[src/rtl/zxbus_io_master.sv]
// Z80-style I/O bus initiator: turns a request/acknowledge handshake into
// port read/write cycles on #81AB/#82AB/#83AB with setup, strobe, WAIT_n stretch and hold.
module zxbus_io_master #(
    parameter int unsigned SETUP_CYC  = 2,
    parameter int unsigned STROBE_CYC = 4,
    parameter int unsigned HOLD_CYC   = 2,
    parameter logic [7:0]  PORT_LO    = 8'hAB
) (
    input  logic        clk,
    input  logic        rst,
    input  logic        req,
    input  logic        req_we,
    input  logic [1:0]  req_addr,
    input  logic [7:0]  req_wdata,
    output logic        ready,
    output logic        done,
    output logic        err,
    output logic [7:0]  rdata,
    output logic [15:0] zaddr,
    output logic [7:0]  zdata_o,
    output logic        zdata_oe,
    input  logic [7:0]  zdata_i,
    output logic        iorq_n,
    output logic        rd_n,
    output logic        wr_n,
    input  logic        wait_n
);

    typedef enum logic [2:0] {
        S_IDLE,
        S_SETUP,
        S_STROBE,
        S_STRETCH,
        S_HOLD
    } state_t;

    localparam logic [3:0] SETUP_M1  = 4'(SETUP_CYC - 1);
    localparam logic [3:0] STROBE_M1 = 4'(STROBE_CYC - 1);
    localparam logic [3:0] HOLD_M1   = 4'(HOLD_CYC - 1);

    state_t      state, state_nx;
    logic [3:0]  cnt, cnt_nx;
    logic        we_q, we_nx;
    logic        ready_nx, done_nx, err_nx;
    logic [7:0]  rdata_nx;
    logic [15:0] zaddr_nx;
    logic [7:0]  zdata_o_nx;
    logic        zdata_oe_nx, iorq_nx, rd_nx, wr_nx;
    logic        exit_strobe;

    always_ff @(posedge clk or posedge rst) begin
        if (rst) begin
            state    <= S_IDLE;
            cnt      <= '0;
            we_q     <= 1'b0;
            ready    <= 1'b1;
            done     <= 1'b0;
            err      <= 1'b0;
            rdata    <= '0;
            zaddr    <= '0;
            zdata_o  <= '0;
            zdata_oe <= 1'b0;
            iorq_n   <= 1'b1;
            rd_n     <= 1'b1;
            wr_n     <= 1'b1;
        end else begin
            state    <= state_nx;
            cnt      <= cnt_nx;
            we_q     <= we_nx;
            ready    <= ready_nx;
            done     <= done_nx;
            err      <= err_nx;
            rdata    <= rdata_nx;
            zaddr    <= zaddr_nx;
            zdata_o  <= zdata_o_nx;
            zdata_oe <= zdata_oe_nx;
            iorq_n   <= iorq_nx;
            rd_n     <= rd_nx;
            wr_n     <= wr_nx;
        end
    end

    always_comb begin
        state_nx    = state;
        cnt_nx      = cnt;
        we_nx       = we_q;
        ready_nx    = ready;
        done_nx     = 1'b0;
        err_nx      = 1'b0;
        rdata_nx    = rdata;
        zaddr_nx    = zaddr;
        zdata_o_nx  = zdata_o;
        zdata_oe_nx = zdata_oe;
        iorq_nx     = iorq_n;
        rd_nx       = rd_n;
        wr_nx       = wr_n;
        exit_strobe = 1'b0;

        case (state)
            S_IDLE: begin
                if (req) begin
                    if (req_addr == 2'b00) begin
                        // Illegal port: report immediately, no bus activity.
                        done_nx = 1'b1;
                        err_nx  = 1'b1;
                    end else begin
                        we_nx    = req_we;
                        ready_nx = 1'b0;
                        zaddr_nx = {6'b100000, req_addr, PORT_LO};
                        if (req_we) begin
                            zdata_o_nx  = req_wdata;
                            zdata_oe_nx = 1'b1;
                        end
                        cnt_nx   = SETUP_M1;
                        state_nx = S_SETUP;
                    end
                end
            end
            S_SETUP: begin
                if (cnt == '0) begin
                    iorq_nx  = 1'b0;
                    rd_nx    = we_q;
                    wr_nx    = ~we_q;
                    cnt_nx   = STROBE_M1;
                    state_nx = S_STROBE;
                end else begin
                    cnt_nx = cnt - 4'd1;
                end
            end
            S_STROBE: begin
                if (cnt == '0) begin
                    if (wait_n) exit_strobe = 1'b1;
                    else        state_nx    = S_STRETCH;
                end else begin
                    cnt_nx = cnt - 4'd1;
                end
            end
            S_STRETCH: begin
                if (wait_n) exit_strobe = 1'b1;
            end
            S_HOLD: begin
                if (cnt == '0) begin
                    zdata_oe_nx = 1'b0;
                    done_nx     = 1'b1;
                    ready_nx    = 1'b1;
                    state_nx    = S_IDLE;
                end else begin
                    cnt_nx = cnt - 4'd1;
                end
            end
            default: state_nx = S_IDLE;
        endcase

        // Shared by STROBE and STRETCH: release strobes, capture read data.
        if (exit_strobe) begin
            iorq_nx  = 1'b1;
            rd_nx    = 1'b1;
            wr_nx    = 1'b1;
            if (!we_q) rdata_nx = zdata_i;
            cnt_nx   = HOLD_M1;
            state_nx = S_HOLD;
        end
    end

endmodule

[config.mk]
export PLATFORM = sky130hd
export DESIGN_NAME = zxbus_io_master
export DESIGN_NICKNAME = d
export VERILOG_FILES = /design/src/rtl/zxbus_io_master.sv
export SDC_FILE = /design/constraint.sdc
export NUM_CORES = 1
export LEC_CHECK = 0
export CORE_MARGIN = 4
export CORE_UTILIZATION = 48
export CTS_CLUSTER_DIAMETER = 50
export DETAILED_ROUTE_END_ITERATION = 16
export PLACE_DENSITY = 0.85
export SLEW_MARGIN = 20
export SYNTH_ARGS = -nofsm -noshare
export SYNTH_HDL_FRONTEND = slang
export SYNTH_SLANG_ARGS = --single-unit
[constraint.sdc]
create_clock -name clk -period 2.9 [get_ports clk]
set_input_delay 0.435 -clock clk [delete_from_list [all_inputs] [get_ports clk]]
set_output_delay 0.435 -clock clk [all_outputs]
set_load 0.02 [all_outputs]
==> results of run 1 <==
## power groups by stage
| stage | clock network (mW) | registers (mW) | logic, mW |
|---|---|---|---|
| after CTS | 0.264 | 0.903 | 1.20 |
| after global placement | 0 | 0.896 | 1.16 |
| after global routing | 0.287 | 0.937 | 1.30 |
| final | 0.257 | 0.906 | 1.20 |
| after floorplan | 0 | 1.05 | 0.608 |
| after detailed placement | 0 | 0.910 | 1.20 |
## Yosys cell counts, types with 2 or more instances
library cell  number
dfrtp_1           30
nand2_1           16
mux2_2            15
buf_4             13
inv_1              6
o21ai_0            6
nor2_1             5
dfstp_2            4
buf_6              3
nand3_1            3
ha_1               2
nand2b_1           2
nor3_1             2
nor3b_1            2
nor4b_4            2
o211ai_1           2
o22ai_1            2
o41ai_1            2
## critical path: stages, from the launching register on
cell and delay [ns]:
dfrtp_1 0.42, inv_1 0.11, ha_1 0.20, nor3b_4 0.42, o211ai_4 0.19, nor2_8 0.19, mux2_2 0.35
## cells by family after synthesis
group           count (synthesis)  synth area share (%)
mux                            17                  11.1
compound gates                 23                  10.6
simple gates                   41                  16.5
buf+inv                        23                  9.20
other cells                     1                 0.219
flops                          34                  49.9
xor+xnor                        2                  1.02
fa+ha+maj                       2                  1.46
## state kept, by name (all words and copies together), names as in the netlist
name / cells
rdata: 8
rd_n: 1
done: 1
state: 3
err: 1
iorq_n: 1
cnt: 4
zaddr: 3
we_q: 1
zdata_o: 8
ready: 1
wr_n: 1
zdata_oe: 1
## per-layer routing
layer	track usage (%)	wire length (um)	share of wire [%]	vias up
met1	20.5	1400	38	578
li1	-	-	-	584
met5	0	0	0	-
met2	30.0	1840	51	56
met3	6.66	339	9.3	7
met4	8.61	51	1.4	0
## cell type report
class                           instances  area, um^2  share of cell area, %
Clock buffer                            6        41.3                   1.83
Clock inverter                          2        15.0                  0.664
Inverter                                7        26.3                   1.16
Multi-Input combinational cell         93         727                   32.2
Sequential cell                        34         856                   37.9
Tap cell                               46        57.6                   2.55
Timing Repair Buffer                   54         538                   23.8
## layout by cell type (no fill, tap or decap), types with 2 or more instances in the layout
cell,instances
mux2_2,15
conb_1,8
nand3_1,3
nand2_1,16
o211ai_1,2
nand2b_1,2
dfrtp_1,30
nor4b_4,2
o22ai_1,2
nor3_1,2
inv_1,6
nor3b_1,2
dfstp_2,4
clkdlybuf4s50_1,53
o21ai_0,6
ha_1,2
clkbuf_4,5
clkinvlp_4,2
o41ai_1,2
nor2_1,5
## final timing paths
check,start,endpoint
max,cnt[1]$_DFFE_PP0P_,rdata[0]$_DFFE_PP0P_
min,rst,zdata_o[5]$_DFFE_PP0P_
max reg2reg,cnt[1]$_DFFE_PP0P_,rdata[0]$_DFFE_PP0P_
min reg2reg,ready$_DFFE_PP1P_,ready$_DFFE_PP1P_
max in group asynchronous,rst,ready$_DFFE_PP1P_
min in group clk,ready$_DFFE_PP1P_,ready$_DFFE_PP1P_
==> impl_table.tex, run 1 <==
\begin{tabular}{lr}
\hline
Metric & Value \\
\hline
\multicolumn{2}{l}{\textbf{Synth}} \\
\quad Synth Area per Inst & between 10 and 15 um\^{}2 \\
\quad Cell type with the largest total area after synthesis & dfrtp\_1 \\
\quad Area share of the leading cell type in the synthesized netlist & 43.8\% \\
\quad Register bit count reported by yosys & 34 \\
\quad Number of enable-type register cells in the synthesized netlist & 0 \\
\quad YS warnings & 0 \\
\quad Area of the mapped netlist & $\sim$1700 um\^{}2 \\
\quad Seq/Total Area, Yosys & approximately 50\% \\
\quad Cell types occupying the most area after synthesis & dfrtp\_1, mux2\_2, dfstp\_2 \\
\quad Gate count after technology mapping & roughly 140 \\
\quad Share of flip-flops with an asynchronous set or reset after synthesis & 100\% \\
\quad Library cells used by synthesis & 44 \\
\quad Predominant post-synthesis flop cell & dfrtp\_1 \\
\multicolumn{2}{l}{\textbf{Power}} \\
\quad Leakage power & slightly below 1 nW \\
\quad Part of the power in combinational logic & 50.7\% \\
\quad Maximum vdd drop & 660 uV \\
\quad Total power divided by cell area & between 1000 and 1500 nW/um\^{}2 \\
\quad Clock group share of total power & a little over a tenth \\
\quad Switching fraction of total power & roughly two fifths \\
\quad Internal cell power & between 1 and 1.5 mW \\
\quad Switching power total & 0.973 mW \\
\quad Share of power burned in registers & approximately two fifths \\
\quad Final Total Pwr & between 2 and 2.5 mW \\
\multicolumn{2}{l}{\textbf{Floorplanning}} \\
\quad Boundary pin count & a little over 60 \\
\quad Floorplan die width & roughly 68 um \\
\quad Floorplan row count & 21 \\
\quad Initial core utilization & between 50\% and 60\% \\
\quad Height of the die & just under 70 um \\
\quad Full die area & between 4000 and 5000 um\^{}2 \\
\quad Core footprint & between 3000 and 4000 um\^{}2 \\
\multicolumn{2}{l}{\textbf{Flow run}} \\
\quad Number of maximum-capacitance constraint violations & 0 \\
\multicolumn{2}{l}{\textbf{Routing}} \\
\quad Vias per cell & between 5 and 6 \\
\quad Routed wire per std cell & around 15 um \\
\quad Drc violations & 0 \\
\quad Via count & 1225 \\
\quad Total iterations of the first detailed-routing run & 4 \\
\quad Drt initial violations & 40 \\
\quad Detailed Route WL & around 3.6 mm \\
\quad Residual antenna-violating net count after detailed routing & 0 \\
\multicolumn{2}{l}{\textbf{CTS}} \\
\quad Clock Latency Late Sink & approximately 0.34 ns \\
\quad Post CTS Setup Buffer Count & 0 \\
\quad Root cell of the clock tree & clkbuf\_4 \\
\quad Post-cts repair resize count & 0 \\
\quad Clock Path Buffers & 2 \\
\quad Clk pin slew, worst setup/hold paths & between 0.1 and 0.15 ns \\
\quad CTS tree & built \\
\quad Clock buffer count from CTS & 5 \\
\quad Total clock sinks & 34 \\
\quad Number of H-tree levels & 2 \\
\quad Cts-stage hold buffer count & 0 \\
\multicolumn{2}{l}{\textbf{Timing}} \\
\quad Setup repair after global routing missed its margin & false \\
\quad Final hold vios & 0 \\
\quad Max Transition Viols Final & 0 \\
\quad Sum of negative setup slack & 0 ns \\
\quad Endpoints failing setup & 0 \\
\quad Highest clock rate & 505 MHz \\
\quad Least-Margin Pin Slew & 0.590 ns \\
\quad Worst setup skew after layout & 0.0175 ns \\
\quad Minimum hold slack & around 0.48 ns \\
\quad Worst max-slew margin expressed relative to the limit & between 60 and 70\% \\
\quad Minimum clock period & about 2.0 ns \\
\quad Final period util & between 60\% and 70\% \\
\quad Worst-case setup margin in the final layout & roughly 0.9 ns \\
\multicolumn{2}{l}{\textbf{Worst setup path}} \\
\quad WP data required & 3.13 ns \\
\quad WP data arrival & between 2 and 2.5 ns \\
\quad Setup slack of the worst register-to-register path & 0.92 ns \\
\quad Biggest fanout along the worst timing path & 8 \\
\quad Critical path class & flip-flop to flip-flop \\
\quad Critical path launch point type & flip-flop \\
\quad CP Capture Type & flip-flop \\
\quad R2R cell count & 6 \\
\multicolumn{2}{l}{\textbf{Final layout}} \\
\quad Share of the core filled with cells in the final layout & roughly two thirds \\
\quad Number of filler cells placed in the layout & 235 \\
\quad Non-filler instance count after layout & between 200 and 250 \\
\quad Share of post-route cells with drive strength above 1 & between 10\% and 20\% \\
\quad Final non-filler cell area & 2260 um\^{}2 \\
\quad Synth-to-Final Area Change & 31.9\% \\
\quad Number of inserted diodes & 0 \\
\quad Post-layout net count & 220 \\
\multicolumn{2}{l}{\textbf{Global route}} \\
\quad First-pass GRT wire length & roughly 6.2 mm \\
\quad Vias in the first global route & around 1400 \\
\quad Largest net degree at the start of global routing & 35 \\
\quad GRT overflow & 0 \\
\quad Number of antenna violations at the first check in global routing & 0 \\
\quad Overall track demand over capacity in global routing & between 10\% and 20\% \\
\multicolumn{2}{l}{\textbf{Placement}} \\
\quad Instance area at placement & $\sim$2200 um\^{}2 \\
\quad Final HPWL DP & 2.74 mm \\
\quad Weighted congestion reported at the end of routability-driven placement & 0.726 \\
\quad Cell count after placement & 234 \\
\quad \# port buffers & between 50 and 60 \\
\quad Worst slack at placement & 0.699 ns \\
\multicolumn{2}{l}{\textbf{Hold path}} \\
\quad Hold/Removal Path Class & input pin to asynchronous set/reset pin \\
\multicolumn{2}{l}{\textbf{Status}} \\
\quad Run status & completed \\
\hline
\end{tabular}
(Power assumes the default switching activity.)
==> run 2: changes to the inputs <==
- CORE_UTILIZATION: 48 -> 40
- PLACE_DENSITY: 0.85 -> 0.76
- clock period: 2.9 -> 1.7 ns (I/O delays scaled with it)
==> impl_table.tex, run 2 (same netlist as run 1, synthesis figures left out) <==
\begin{tabular}{lr}
\hline
Metric & Value \\
\hline
\multicolumn{2}{l}{\textbf{Worst setup path}} \\
\quad RR Startpoint & cnt[0]\$\_DFFE\_PP0P\_ \\
\quad WP data required & 1.86 ns \\
\quad WP data arrival & $\sim$1.9 ns \\
\quad Setup slack of the worst register-to-register path & -0.006 ns \\
\quad End of the worst register-to-register path & rdata[3]\$\_DFFE\_PP0P\_ \\
\quad Critical path class & flip-flop to flip-flop \\
\quad Critical path launch point type & flip-flop \\
\quad R2R cell count & 6 \\
\quad CP Capture Type & flip-flop \\
\quad Biggest fanout along the worst timing path & 8 \\
\multicolumn{2}{l}{\textbf{Timing}} \\
\quad Least-Margin Pin Slew & 0.511 ns \\
\quad Max Transition Viols Final & 0 \\
\quad Minimum clock period & 1.71 ns \\
\quad Endpoints failing setup & 4 \\
\quad Final hold vios & 0 \\
\quad Worst-case setup margin in the final layout & -0.00622 ns \\
\quad Final period util & 100\% \\
\quad Worst max-slew margin expressed relative to the limit & roughly two thirds \\
\quad Worst setup skew after layout & 0.00761 ns \\
\quad Highest clock rate & between 500 and 600 MHz \\
\quad Setup repair after global routing missed its margin & true \\
\multicolumn{2}{l}{\textbf{Final layout}} \\
\quad Share of post-route cells with drive strength above 1 & between 30\% and 40\% \\
\quad Synth-to-Final Area Change & 47.7\% \\
\quad Number of inserted diodes & 0 \\
\quad Highest-count cells in the layout ignoring fill and taps & clkdlybuf4s50\_1, dfrtp\_1, buf\_4, nand2\_1, mux2\_2 \\
\quad Post-layout net count & 240 \\
\quad Largest registers in the final layout & rdata x8, zdata\_o x8, cnt x4 \\
\quad Commonest non-fill, non-tap cell in the layout & clkdlybuf4s50\_1 \\
\quad Final non-filler cell area & $\sim$2500 um\^{}2 \\
\multicolumn{2}{l}{\textbf{Routing}} \\
\quad Drc violations & 0 \\
\quad Routed wire per std cell & 13.7 um \\
\quad Detailed Route WL & about 3.6 mm \\
\quad Total iterations of the first detailed-routing run & 4 \\
\quad Residual antenna-violating net count after detailed routing & 0 \\
\quad Via count & roughly 1300 \\
\quad Drt initial violations & 93 \\
\quad Vias per cell & 4.84 \\
\multicolumn{2}{l}{\textbf{Global route}} \\
\quad Overall track demand over capacity in global routing & 14.9\% \\
\quad Vias in the first global route & approximately 1300 \\
\quad GRT overflow & 0 \\
\quad Number of antenna violations at the first check in global routing & 0 \\
\quad Largest net degree at the start of global routing & 15 \\
\quad First-pass GRT wire length & just over 6 mm \\
\multicolumn{2}{l}{\textbf{CTS}} \\
\quad Clock Latency Late Sink & between 0.2 and 0.3 ns \\
\quad Clock buffer count from CTS & 5 \\
\quad CTS tree & built \\
\quad Clk pin slew, worst setup/hold paths & around 0.07 ns \\
\quad Number of H-tree levels & 2 \\
\quad Total clock sinks & 34 \\
\quad Root cell of the clock tree & clkbuf\_8 \\
\quad Clock Path Buffers & 2 \\
\multicolumn{2}{l}{\textbf{Floorplanning}} \\
\quad Floorplan die width & between 70 and 80 um \\
\quad Full die area & about 5400 um\^{}2 \\
\quad Boundary pin count & 62 \\
\quad Core footprint & between 4000 and 5000 um\^{}2 \\
\quad Initial core utilization & 41.9\% \\
\quad Floorplan row count & 23 \\
\quad Height of the die & between 70 and 80 um \\
\multicolumn{2}{l}{\textbf{Placement}} \\
\quad \# port buffers & 53 \\
\quad Instance area at placement & 2380 um\^{}2 \\
\quad Final HPWL DP & 2.86 mm \\
\quad Weighted congestion reported at the end of routability-driven placement & 0.859 \\
\multicolumn{2}{l}{\textbf{Power}} \\
\quad Share of power burned in registers & 32.6\% \\
\quad Part of the power in combinational logic & 52.3\% \\
\quad Internal cell power & approximately 2.8 mW \\
\quad Total power divided by cell area & 1800 nW/um\^{}2 \\
\quad Switching power total & approximately 1.7 mW \\
\quad Clock group share of total power & between 10\% and 20\% \\
\quad Leakage power & 1.15 nW \\
\quad Final Total Pwr & around 4.5 mW \\
\quad Maximum vdd drop & $\sim$1100 uV \\
\quad Switching fraction of total power & a little under two fifths \\
\multicolumn{2}{l}{\textbf{Status}} \\
\quad Violations in the final reports & setup timing \\
\quad Run status & complete, but fails checks \\
\multicolumn{2}{l}{\textbf{Flow run}} \\
\quad Number of maximum-capacitance constraint violations & 0 \\
\multicolumn{2}{l}{\textbf{Hold path}} \\
\quad Hold/Removal Path Class & input pin to asynchronous set/reset pin \\
\hline
\end{tabular}
[run 2: per-layer routing]
layer,vias up,GRT usage (%),part of all wire [%],wire [um]
li1,620,-,-,-
met1,610,17.5,43,1550
met2,55,22.8,45,1640
met3,2,8.76,12,423
met4,0,5.03,0.77,28
met5,-,0,0,0
[run 2: per-stage QoR]
stage	setup slack, ns	setup TNS [ns]	std cells	hold WS [ns]	util [%]
after floorplan	-0.0338	-0.270	150	0.336	-
after CTS	0.00654	0	265	0.234	60.9
after global routing	-0.0542	-0.376	266	0.263	61.9
final	-0.00622	-0.0104	266	0.228	61.9
after global placement	-0.222	-3.05	257	0.448	58.2
after detailed placement	-0.213	-3.02	257	0.453	58.2
[run 2: how the worst max path moves through the flow]
stage / start / to / slack [ns]
CTS: cnt[0]$_DFFE_PP0P_ / rdata[3]$_DFFE_PP0P_ / 0.007
global placement: req_addr[0] / cnt[2]$_DFFE_PP0P_ / -0.22
detailed placement: req_addr[0] / zdata_o[4]$_DFFE_PP0P_ / -0.21
finish: cnt[0]$_DFFE_PP0P_ / rdata[3]$_DFFE_PP0P_ / -0.006
global route: cnt[0]$_DFFE_PP0P_ / rdata[4]$_DFFE_PP0P_ / -0.05
floorplan: cnt[0]$_DFFE_PP0P_ / rdata[0]$_DFFE_PP0P_ / -0.03
[run 2: power groups by stage]
stage	Clock, mW	Sequential, mW	Combinational, mW
6_report	0.686	1.48	2.38
5_1_grt	0.747	1.53	2.59
4_1_cts	0.702	1.49	2.32
3_5_place_dp	0	1.49	2.31
3_3_place_gp	0	1.49	2.29
2_1_floorplan	0	1.79	1.06
[run 2: what timing repair did]
| action | 4_1_cts | 5_1_grt |
|---|---|---|
| hold buffers | 0 | 0 |
| pin swaps | 1 | 1 |
| setup buffers | 0 | 1 |
| setup endpoints to repair | 8 | 23 |
| resized for setup | 0 | 11 |
[run 2: area by class of cell]
cell class	instances	area [um^2]
multi-input combinational	93	761
timing repair buffer	74	714
inverter	7	26.3
fill	337	1560
clock buffer	8	110
tap	50	62.6
sequential	34	857
[run 2: critical path, stage by stage (launching register included)]
cell,delay [ns]
dfrtp_1,0.39
inv_2,0.09
ha_4,0.14
nor3b_4,0.29
o211ai_4,0.15
nor2_8,0.18
mux2_2,0.35
==> run 3: changes to the inputs <==
--- a/config.mk
+++ b/config.mk
@@ -8,6 +8,7 @@
 export CORE_MARGIN = 4
-export CORE_UTILIZATION = 40
+export CORE_UTILIZATION = 51
 export CTS_CLUSTER_DIAMETER = 50
 export DETAILED_ROUTE_END_ITERATION = 16
-export PLACE_DENSITY = 0.76
+export DONT_BUFFER_PORTS = 1
+export PLACE_DENSITY = 0.69
 export SLEW_MARGIN = 20
--- a/constraint.sdc
+++ b/constraint.sdc
@@ -3,2 +3,2 @@
 set_output_delay 0.255 -clock clk [all_outputs]
-set_load 0.02 [all_outputs]
+set_load 0.05 [all_outputs]
==> impl_table.tex, run 3 (same netlist as run 1, synthesis figures left out) <==
\begin{tabular}{lr}
\hline
Metric & Value \\
\hline
\multicolumn{2}{l}{\textbf{Status}} \\
\quad Run status & complete, but fails checks \\
\quad Violations in the final reports & setup timing \\
\multicolumn{2}{l}{\textbf{Timing}} \\
\quad Final period util & 100\% \\
\quad Worst setup skew after layout & approximately 0.0044 ns \\
\quad Highest clock rate & about 590 MHz \\
\quad Minimum clock period & roughly 1.7 ns \\
\quad Endpoints failing setup & 5 \\
\quad Final hold vios & 0 \\
\quad Setup repair after global routing missed its margin & true \\
\quad Least-Margin Pin Slew & approximately 0.6 ns \\
\quad Worst-case setup margin in the final layout & -0.00486 ns \\
\quad Worst max-slew margin expressed relative to the limit & between 50\% and 60\% \\
\quad Max Transition Viols Final & 0 \\
\multicolumn{2}{l}{\textbf{CTS}} \\
\quad Total clock sinks & 34 \\
\quad Clock Latency Late Sink & roughly 0.34 ns \\
\quad CTS tree & built \\
\quad Root cell of the clock tree & clkbuf\_4 \\
\quad Number of H-tree levels & 2 \\
\quad Clock buffer count from CTS & 5 \\
\quad Clk pin slew, worst setup/hold paths & roughly 0.11 ns \\
\quad Clock Path Buffers & 2 \\
\multicolumn{2}{l}{\textbf{Final layout}} \\
\quad Footprint of the multi-input gates & around 760 um\^{}2 \\
\quad Non-filler instance count after layout & 211 \\
\quad Commonest non-fill, non-tap cell in the layout & dfrtp\_1 \\
\quad Number of inserted diodes & 0 \\
\quad Synth-to-Final Area Change & 17.3\% \\
\quad Largest registers in the final layout & rdata x8, zdata\_o x8, cnt x4 \\
\quad Sequential standard cell area & between 800 and 900 um\^{}2 \\
\quad Post-layout net count & approximately 190 \\
\quad Number of filler cells placed in the layout & roughly 240 \\
\quad Highest-count cells in the layout ignoring fill and taps & dfrtp\_1, buf\_4, nand2\_1, mux2\_2, conb\_1 \\
\quad Share of post-route cells with drive strength above 1 & between 40\% and 50\% \\
\quad Share of the core filled with cells in the final layout & 64.3\% \\
\multicolumn{2}{l}{\textbf{Routing}} \\
\quad Vias per cell & roughly 5.4 \\
\quad Drt initial violations & 37 \\
\quad Total iterations of the first detailed-routing run & 4 \\
\quad Detailed Route WL & 3.48 mm \\
\quad Drc violations & 0 \\
\quad Routed wire per std cell & about 17 um \\
\quad Residual antenna-violating net count after detailed routing & 0 \\
\quad Top Metal Used & met4 \\
\quad Via count & between 1000 and 1500 \\
\quad Wire length on met2 & $\sim$1.7 mm \\
\quad DRT met1 WL & 1.41 mm \\
\quad Sum of met3 wire segment lengths after detailed routing & $\sim$320 um \\
\multicolumn{2}{l}{\textbf{Floorplanning}} \\
\quad Floorplan die width & about 66 um \\
\quad Boundary pin count & 62 \\
\quad Initial core utilization & between 50\% and 60\% \\
\quad Core footprint & about 3100 um\^{}2 \\
\quad Full die area & 4350 um\^{}2 \\
\quad Height of the die & approximately 66 um \\
\quad Floorplan row count & 20 \\
\multicolumn{2}{l}{\textbf{Worst setup path}} \\
\quad Startpoint of the worst setup timing path & cnt[1]\$\_DFFE\_PP0P\_ \\
\quad Setup slack of the worst register-to-register path & -0.005 ns \\
\quad End of the worst register-to-register path & rdata[5]\$\_DFFE\_PP0P\_ \\
\quad CP Capture Type & flip-flop \\
\quad Critical Path End & rdata[5]\$\_DFFE\_PP0P\_ \\
\quad Critical path launch point type & flip-flop \\
\quad Critical path class & flip-flop to flip-flop \\
\quad RR Startpoint & cnt[1]\$\_DFFE\_PP0P\_ \\
\quad Biggest fanout along the worst timing path & 8 \\
\quad R2R cell count & 6 \\
\quad WP data required & 1.93 ns \\
\quad WP data arrival & approximately 1.9 ns \\
\multicolumn{2}{l}{\textbf{Placement}} \\
\quad Final HPWL DP & approximately 2.5 mm \\
\quad \# port buffers & 0 \\
\quad Cell count after placement & 192 \\
\quad Weighted congestion reported at the end of routability-driven placement & roughly 0.83 \\
\multicolumn{2}{l}{\textbf{Global route}} \\
\quad First-pass GRT wire length & between 5 and 6 mm \\
\quad Overall track demand over capacity in global routing & 16.7\% \\
\quad Number of antenna violations at the first check in global routing & 0 \\
\quad Vias in the first global route & between 1000 and 1500 \\
\quad Largest net degree at the start of global routing & 35 \\
\quad GRT overflow & 0 \\
\multicolumn{2}{l}{\textbf{Power}} \\
\quad Total power divided by cell area & 2380 nW/um\^{}2 \\
\quad Maximum vdd drop & between 1000 and 1500 uV \\
\quad Leakage power & between 0.9 and 1 nW \\
\multicolumn{2}{l}{\textbf{Hold path}} \\
\quad Hold/Removal Path Class & input pin to flip-flop \\
\multicolumn{2}{l}{\textbf{Flow run}} \\
\quad Number of maximum-capacitance constraint violations & 0 \\
\hline
\end{tabular}
-- run 3: cell types whose count changed in the layout (fill, tap and decap cells not counted), moves of 3 or more --
| cell | previous run | this run |
|---|---|---|
| clkbuf_4 | 0 | 5 |
| dlymetal6s2s_1 | 4 | 0 |
| clkbuf_8 | 8 | 0 |
| dlygate4sd3_1 | 0 | 3 |
| clkdlybuf4s50_1 | 49 | 0 |
-- run 3: final cells by class --
cell class	instances	area share [%]
Sequential cell	34	42.8
Timing Repair Buffer	25	10.3
Clock inverter	3	3.42
Inverter	7	1.31
Clock buffer	5	1.87
Tap cell	44	2.74
Multi-Input combinational cell	93	37.6
-- run 3: power breakdown --
part           internal (mW)  leakage, nW  total, mW  switching, mW
combinational          0.796        0.464       1.57          0.776
sequential              1.19        0.402       2.47           1.29
clock                  0.460       0.0554      0.742          0.282
-- run 3: critical path, stage by stage, from the launching register on --
cell	delay (ns)
dfrtp_1	0.42
inv_2	0.10
ha_4	0.14
nor3b_4	0.25
o211ai_4	0.13
nor2_8	0.20
mux2_2	0.35
-- run 3: worst min path at each step --
stage	from	to	cells past startpoint
final	req_addr[1]	zaddr[9]$_DFFE_PP0P_	2
after global routing	req_addr[1]	zaddr[9]$_DFFE_PP0P_	2
after CTS	req_addr[1]	zaddr[9]$_DFFE_PP0P_	2
after detailed placement	rst	zdata_o[7]$_DFFE_PP0P_	2
after global placement	rst	zdata_o[7]$_DFFE_PP0P_	2
after floorplan	req_addr[0]	err$_DFF_PP0_	1
-- run 3: stage by stage --
step                      instance area [um^2]  hold slack, ns  TNS [ns]  setup WS, ns  power (mW)
after global routing                      2010          0.0337    -0.555       -0.0595        5.06
after floorplan                           1750           0.336    -0.270       -0.0338        3.50
final                                     2010          0.0393   -0.0154      -0.00486        4.79
after global placement                    1800           0.255         0        0.0222        3.80
after detailed placement                  1800           0.263   -0.0445       -0.0146        3.85
after CTS                                 1950          0.0306         0       0.00275        4.65
-- run 3: routing by layer --
metal  GRT usage [%]  vias to the layer above
met2            26.2                       55
met1            20.9                      564
met5               0                        -
met4            6.09                        0
li1                -                      525
met3            6.46                        5
-- run 3: timing repair --
item,4_1_cts,5_1_grt
buffers inserted,1,7
hold buffers,3,0
endpoints found under the hold margin,31,0
cloned,0,0
pin swaps,1,3
setup endpoints to repair,9,14
resized for setup,2,3
